--- src/rtl/addsub_pipe.sv ---
// addsub_pipe: pipelined two's-complement add/sub with the carry chain split
// into registered segments, optional halving, overflow flag and saturation.
module addsub_pipe #(
    parameter int WIDTH = 16,
    parameter int SEG   = 4,
    parameter bit SAT   = 1'b1
) (
    input  logic             clk,
    input  logic             rst,
    input  logic             in_valid,
    output logic             in_ready,
    input  logic [WIDTH-1:0] in_a,
    input  logic [WIDTH-1:0] in_b,
    input  logic             in_sub,
    input  logic             in_scale,
    output logic             out_valid,
    input  logic             out_ready,
    output logic [WIDTH-1:0] out_data,
    output logic             out_ovf
);
    localparam int NSEG = WIDTH / SEG;

    logic             advance;
    logic             out_valid_q;
    logic [WIDTH-1:0] out_data_q, out_data_d;
    logic             out_ovf_q, out_ovf_d;

    assign advance  = ~out_valid_q | out_ready;
    assign in_ready = advance;

    // w_q carries finished sum segments below the current one and the
    // untouched operand a above it, so one vector serves both roles.
    for (genvar j = 0; j < NSEG; j++) begin : g_st
        logic [WIDTH-1:0] a_in, bx_in, w_d, w_q, bx_q;
        logic             cin, scl_in, vld_in, c_d;
        logic             c_q, scl_q, vld_q;
        logic [SEG:0]     sum;

        if (j == 0) begin : g_head
            assign a_in   = in_a;
            assign bx_in  = in_b ^ {WIDTH{in_sub}};
            assign cin    = in_sub;
            assign scl_in = in_scale;
            assign vld_in = in_valid;
        end else begin : g_body
            assign a_in   = g_st[j-1].w_q;
            assign bx_in  = g_st[j-1].bx_q;
            assign cin    = g_st[j-1].c_q;
            assign scl_in = g_st[j-1].scl_q;
            assign vld_in = g_st[j-1].vld_q;
        end

        assign sum = {1'b0, a_in[j*SEG +: SEG]}
                   + {1'b0, bx_in[j*SEG +: SEG]}
                   + {{SEG{1'b0}}, cin};

        always_comb begin
            w_d = a_in;
            w_d[j*SEG +: SEG] = sum[SEG-1:0];
        end

        // The last stage stores the sign-extension bit r[WIDTH] in c_q.
        if (j == NSEG - 1) begin : g_last
            logic unused_bx;
            assign c_d       = a_in[WIDTH-1] ^ bx_in[WIDTH-1] ^ sum[SEG];
            assign unused_bx = ^bx_q;
        end else begin : g_mid
            logic unused_bx;
            assign c_d       = sum[SEG];
            assign unused_bx = ^bx_q[(j+1)*SEG-1:0];
        end

        always_ff @(posedge clk) begin
            if (rst) begin
                vld_q <= 1'b0;
            end else if (advance) begin
                vld_q <= vld_in;
            end
        end

        always_ff @(posedge clk) begin
            if (advance) begin
                w_q   <= w_d;
                bx_q  <= bx_in;
                c_q   <= c_d;
                scl_q <= scl_in;
            end
        end
    end

    logic [WIDTH:0] r;
    logic           ovf_raw;
    logic           last_scl, last_vld;

    assign r        = {g_st[NSEG-1].c_q, g_st[NSEG-1].w_q};
    assign last_scl = g_st[NSEG-1].scl_q;
    assign last_vld = g_st[NSEG-1].vld_q;
    assign ovf_raw  = r[WIDTH] ^ r[WIDTH-1];

    always_comb begin
        out_data_d = r[WIDTH-1:0];
        out_ovf_d  = 1'b0;
        if (last_scl) begin
            out_data_d = r[WIDTH:1];
        end else if (ovf_raw) begin
            out_ovf_d = 1'b1;
            if (SAT) begin
                out_data_d = r[WIDTH] ? {1'b1, {(WIDTH-1){1'b0}}}
                                      : {1'b0, {(WIDTH-1){1'b1}}};
            end
        end
    end

    always_ff @(posedge clk) begin
        if (rst) begin
            out_valid_q <= 1'b0;
            out_data_q  <= '0;
            out_ovf_q   <= 1'b0;
        end else if (advance) begin
            out_valid_q <= last_vld;
            out_data_q  <= out_data_d;
            out_ovf_q   <= out_ovf_d;
        end
    end

    assign out_valid = out_valid_q;
    assign out_data  = out_data_q;
    assign out_ovf   = out_ovf_q;
endmodule

--- config.mk ---
export PLATFORM = sky130hd
export DESIGN_NAME = addsub_pipe
export DESIGN_NICKNAME = d
export VERILOG_FILES = /design/src/rtl/addsub_pipe.sv
export SDC_FILE = /design/constraint.sdc
export NUM_CORES = 1
export LEC_CHECK = 0
export CORE_MARGIN = 2
export CORE_UTILIZATION = 55
export DETAILED_ROUTE_END_ITERATION = 12
export GPL_TIMING_DRIVEN = 0
export PLACE_DENSITY = 0.75
export SYNTH_ARGS = -nofsm -noshare
export SYNTH_HDL_FRONTEND = slang
export SYNTH_SLANG_ARGS = --single-unit
export TNS_END_PERCENT = 10
--- constraint.sdc ---
create_clock -name clk -period 2.5 [get_ports clk]
set_clock_uncertainty 0.1 [all_clocks]
set_input_delay 0.375 -clock clk [delete_from_list [all_inputs] [get_ports clk]]
set_output_delay 0.375 -clock clk [all_outputs]
set_load 0.1 [all_outputs]
[Word level (Yosys, flattened, before mapping)]
Cells that the tools add are included.
Operators by class
  add/sub/neg operators: 8
  bitwise operators: 6
  multiplexer cells: 5
Operators by type and width (count)
  $mux W16: 3
  $add A4 B4 Y5: 4
  $add A5 B1 Y5: 4
  $xor A16 B16 Y16: 1
  $xor A1 B1 Y1: 3
  $mux W1: 2
  $not A1 Y1: 1
  $or A1 B1 Y1: 1
Storage, ports and cells
  register bits after elaboration: 142
  input port bits: 38

[Depth between registers and ports, before layout]
Gate-level depths: netlist of run 1.
  depth after elaboration: 3
  gate-level depth with buffers: 7

[Least setup slack after synthesis of run 1]
Ideal clock, no wire load.
  kind: register to register
  start: reg out_valid_q, in the netlist out_valid
  end: reg out_data_q[15], in the netlist out_data[15]
  path slack: -67 ps
  stages on the path, launching flop included: 6
  period minus slack after synthesis: 2567 ps
  arrival: 2395 ps
  cell sequence: dfxtp_1 nor2b_4 inv_2 buf_4 o311ai_0 a21oi_1
On the way
  word-level cells in the longest chain between the ends: 2
Ends and longest elaborated chain
  from (decl): RTL line 24  | logic out_valid_q;
  from (signal assigned): RTL line 120  | out_valid_q <= last_vld;
  $not A1 Y1: RTL line 28  | assign advance = ~out_valid_q | out_ready;
  $or A1 B1 Y1: RTL line 28
  via in_ready: RTL line 11  | output logic in_ready,
  to (signal assigned): RTL line 121  | out_data_q <= out_data_d;
  to (decl): RTL line 25  | logic [WIDTH-1:0] out_data_q, out_data_d;
The timed path passes the listed nets, and every way through them passes these cells.
A chain may end at the register's enable or synchronous reset.

[Worst setup path in the final report of run 1]
  start: reg out_data_q[14], in the netlist out_data[14]
  end: out out_data[14]
RTL lines
  to (decl): RTL line 18  | output logic [WIDTH-1:0] out_data,
No word-level cell between the ends.

==> results of run 1 <==
## cells in the final DEF, fill, tap and decap left out, types with 2 or more instances in the layout
master            n
mux2_2            2
fa_1              7
edfxtp_1         96
clkbuf_8          2
nand2b_1          3
clkinvlp_4        5
clkbuf_16        16
inv_1            19
a21oi_1           8
o21ai_0           3
buf_4             4
nand2_1          27
buf_6             2
clkinv_1          3
a21o_1            2
nor2b_1           4
a2111oi_0         2
ha_1             14
xnor2_1           5
a2111oi_2        11
nor2_1           19
xor2_1           18
a2111oi_1         3
clkinv_2          3
clkdlybuf4s50_1  52
dfxtp_1          22
clkbuf_1          2
buf_2             2
buf_1             2
nor3b_1          14
## worst max path at each step
stage	startpoint	endpoint	slack (ns)	cells past startpoint
after detailed placement	out_ready	in_ready	-1.03	5
after global routing	out_data[3]	out_data[3]	0.0009	1
after floorplan	out_valid	out_data[11]	0.18	5
after global placement	out_ready	in_ready	-1.01	5
final	out_data[14]	out_data[14]	0.05	1
after CTS	out_data[1]	out_data[1]	0.02	1
## power breakdown
group          internal, uW  switching [uW]  total [uW]
clock                  1300             798        2100
sequential             2540             144        2680
combinational           422             853        1280
total                  4260            1800        6060
## state kept, by name, summed over array words and instances, names as in the netlist
name / cells
g_st.scl_q: 4
out_ovf: 1
g_st.w_q: 64
g_st.vld_q: 4
g_st.bx_q: 24
out_data: 16
out_valid: 1
g_st.c_q: 4
## per-layer routing
metal	wire length (um)	share of wire, %
met5	0	0
met4	95	1.4
met3	321	4.6
met2	3650	52
met1	2910	42
## timing repair
| action | CTS | global route |
|---|---|---|
| gates cloned | 0 | 0 |
| endpoints found under the setup margin | 2 | 2 |
| resized for setup | 9 | 2 |
## final cells by class
class                      count  area (sq um)  area share (%)
tap                          105           131            2.19
multi-input combinational    156          1270            21.2
sequential                   118          3320            55.5
clock buffer                  18           418            6.98
timing repair buffer          55           549            9.17
clock inverter                14           111            1.86
buffer                        12           108            1.80
inverter                      20          75.1            1.25
## stage by stage
step | total power, uW | hold slack [ns] | instance area (sq um)
5_1_grt | 6320 | 0.123 | 5990
4_1_cts | 6110 | 0.124 | 5980
3_3_place_gp | 3940 | 0.300 | 5440
2_1_floorplan | 3650 | 0.300 | 4760
3_5_place_dp | 3990 | 0.305 | 5440
6_report | 6060 | 0.149 | 5990
## cell families after synthesis
kind of cell               synth area share, %
AOI/OAI and AO/OA                         6.65
DFF                                       69.9
xor gates and xnor gates                  4.23
muxes                                    0.473
and+or+nand+nor                           8.73
buffers and inverters                     3.42
adders and majority gates                 6.63
==> impl_metrics.env, run 1 <==
export IMPL_clk_latency_ns=0.49
export IMPL_dr_pass1_iters=7
export IMPL_leakagePower_uw=0.00233
export IMPL_clk_pin_slew_ns=0.06
export IMPL_max_cap_violations=0
export IMPL_die_area_sq_um=9410
export IMPL_postRouteAntennaNets=0
export IMPL_cts_tree="built"
export IMPL_yosysMostFrequentCell="edfxtp_1"
export IMPL_synth_top_area_cell="edfxtp_1"
export IMPL_grt_util_met1_pct=18.2
export IMPL_drc=0
export IMPL_top_usage_layer="met2"
export IMPL_rsz0062_at_grt="no"
export IMPL_gp_congestion=0.781
export IMPL_cts_hold_buf=0
export IMPL_ir_worst_vdd_mv=0.610
export IMPL_fin_nets=439
export IMPL_utilization_pct=72.1
export IMPL_worstHoldStart="in_sub"
export IMPL_wirelength_um=6980
export IMPL_io_pins=57
export IMPL_grt_overflow_total=0
export IMPL_grt_pass1_vias=2633
export IMPL_via_per_inst=5.13
export IMPL_antenna_found_initial=0
export IMPL_h_tree_depth=4
export IMPL_dp_hpwl_um=4440
export IMPL_drive_above_1_share_pct=14.5
export IMPL_die_w_um=97
export IMPL_num_rows=33
export IMPL_async_flop_share_pct=0
export IMPL_reg2reg_from="g_st[2].w_q[12]"
export IMPL_synth_area_sq_um=4760
export IMPL_criticalPathCategory="reg2out"
export IMPL_ys_ff_latch=118
export IMPL_fin_ws_ns=0.0497
export IMPL_met2_usage_pct=26.9
export IMPL_worst_r2r_path_depth=6
export IMPL_crit_buf_inv=1
export IMPL_cts_max_path_buffers=2
export IMPL_ctsRootBufferMaster="clkbuf_8"
export IMPL_cts_setup_buffers=0
export IMPL_synthCells=306
export IMPL_status="finished, final reports clean"
export IMPL_numPortBuffers=55
export IMPL_finalCritPeriodShare_pct=98.0
export IMPL_die_h_um=97
export IMPL_num_antenna_cells=0
export IMPL_fillCellCount=547
export IMPL_syn_nets=365
export IMPL_synth_warnings=0
export IMPL_end_kind="output pin"
export IMPL_ys_types=40
export IMPL_stdcell_count=498
export IMPL_ys_top_cells_by_count="edfxtp_1 (96), nand2_1 (27), dfxtp_1 (22), inv_1 (19), nor2_1 (19)"
export IMPL_synth_top_area_share_pct=60.6
export IMPL_worst_slew_pin_slew_ns=0.967
export IMPL_whs_endpoint="g_st[0].bx_q[5]"
export IMPL_timing_final_hold_violations=0
export IMPL_critical_path_slowest_cell="clkdlybuf4s50_1"
export IMPL_start_util_pct=57.3
export IMPL_cts_made_buffers=17
export IMPL_worstReg2RegEnd="g_st[3].c_q"
export IMPL_cts_sinks=118
export IMPL_hold_depth=2
export IMPL_use_met3_pct=4.91
export IMPL_reg2reg_slack_ns=0.38
export IMPL_cp_start_kind="flip-flop"
export IMPL_crit_chain="clkdlybuf4s50_1"
export IMPL_slowest_delay_ns=1.14
export IMPL_track_usage_pct=16.1
export IMPL_max_freq_ghz=0.408
export IMPL_synth_ff_type="edfxtp_1"
export IMPL_grt_max_degree=107
export IMPL_area_growth_pct=25.9
export IMPL_hold_path_class="in2reg"
export IMPL_core_sq_um=8300
export IMPL_cp_data_required_time_ns=2.03
export IMPL_seq_area_frac_synth_pct=69.9
export IMPL_period_needed_ns=2.45
export IMPL_crit_family="buffers and inverters"
export IMPL_avgSynthCellArea_sq_um=15.5
export IMPL_drt_first_iter_violations=114
export IMPL_arrival_ns=1.98
export IMPL_finalSetupViolations=0
export IMPL_p_per_area_nw_per_um2=1010
export IMPL_crit_fanout=2
export IMPL_dp_slack_ns=-1.03
export IMPL_setup_tns_ns=0
export IMPL_num_vias=2557
export IMPL_grt_pass1_wl_um=11800
export IMPL_synth_edf_count=96
export IMPL_wl_per_cell_um=14.0
export IMPL_relSlewSlack_pct=35.4
export IMPL_placed_cells=466
export IMPL_slew_violations=0
export IMPL_synth_area_top_cells="edfxtp_1 (61%), dfxtp_1 (9.3%), ha_1 (3.7%)"
Power figures use the tool's default switching activity.
==> run 2: changes to the inputs <==
- HOLD_SLACK_MARGIN: not set -> 0.03
==> results of run 2 <==
Same layout as run 1: the final DEF is identical, and so are final timing and power.
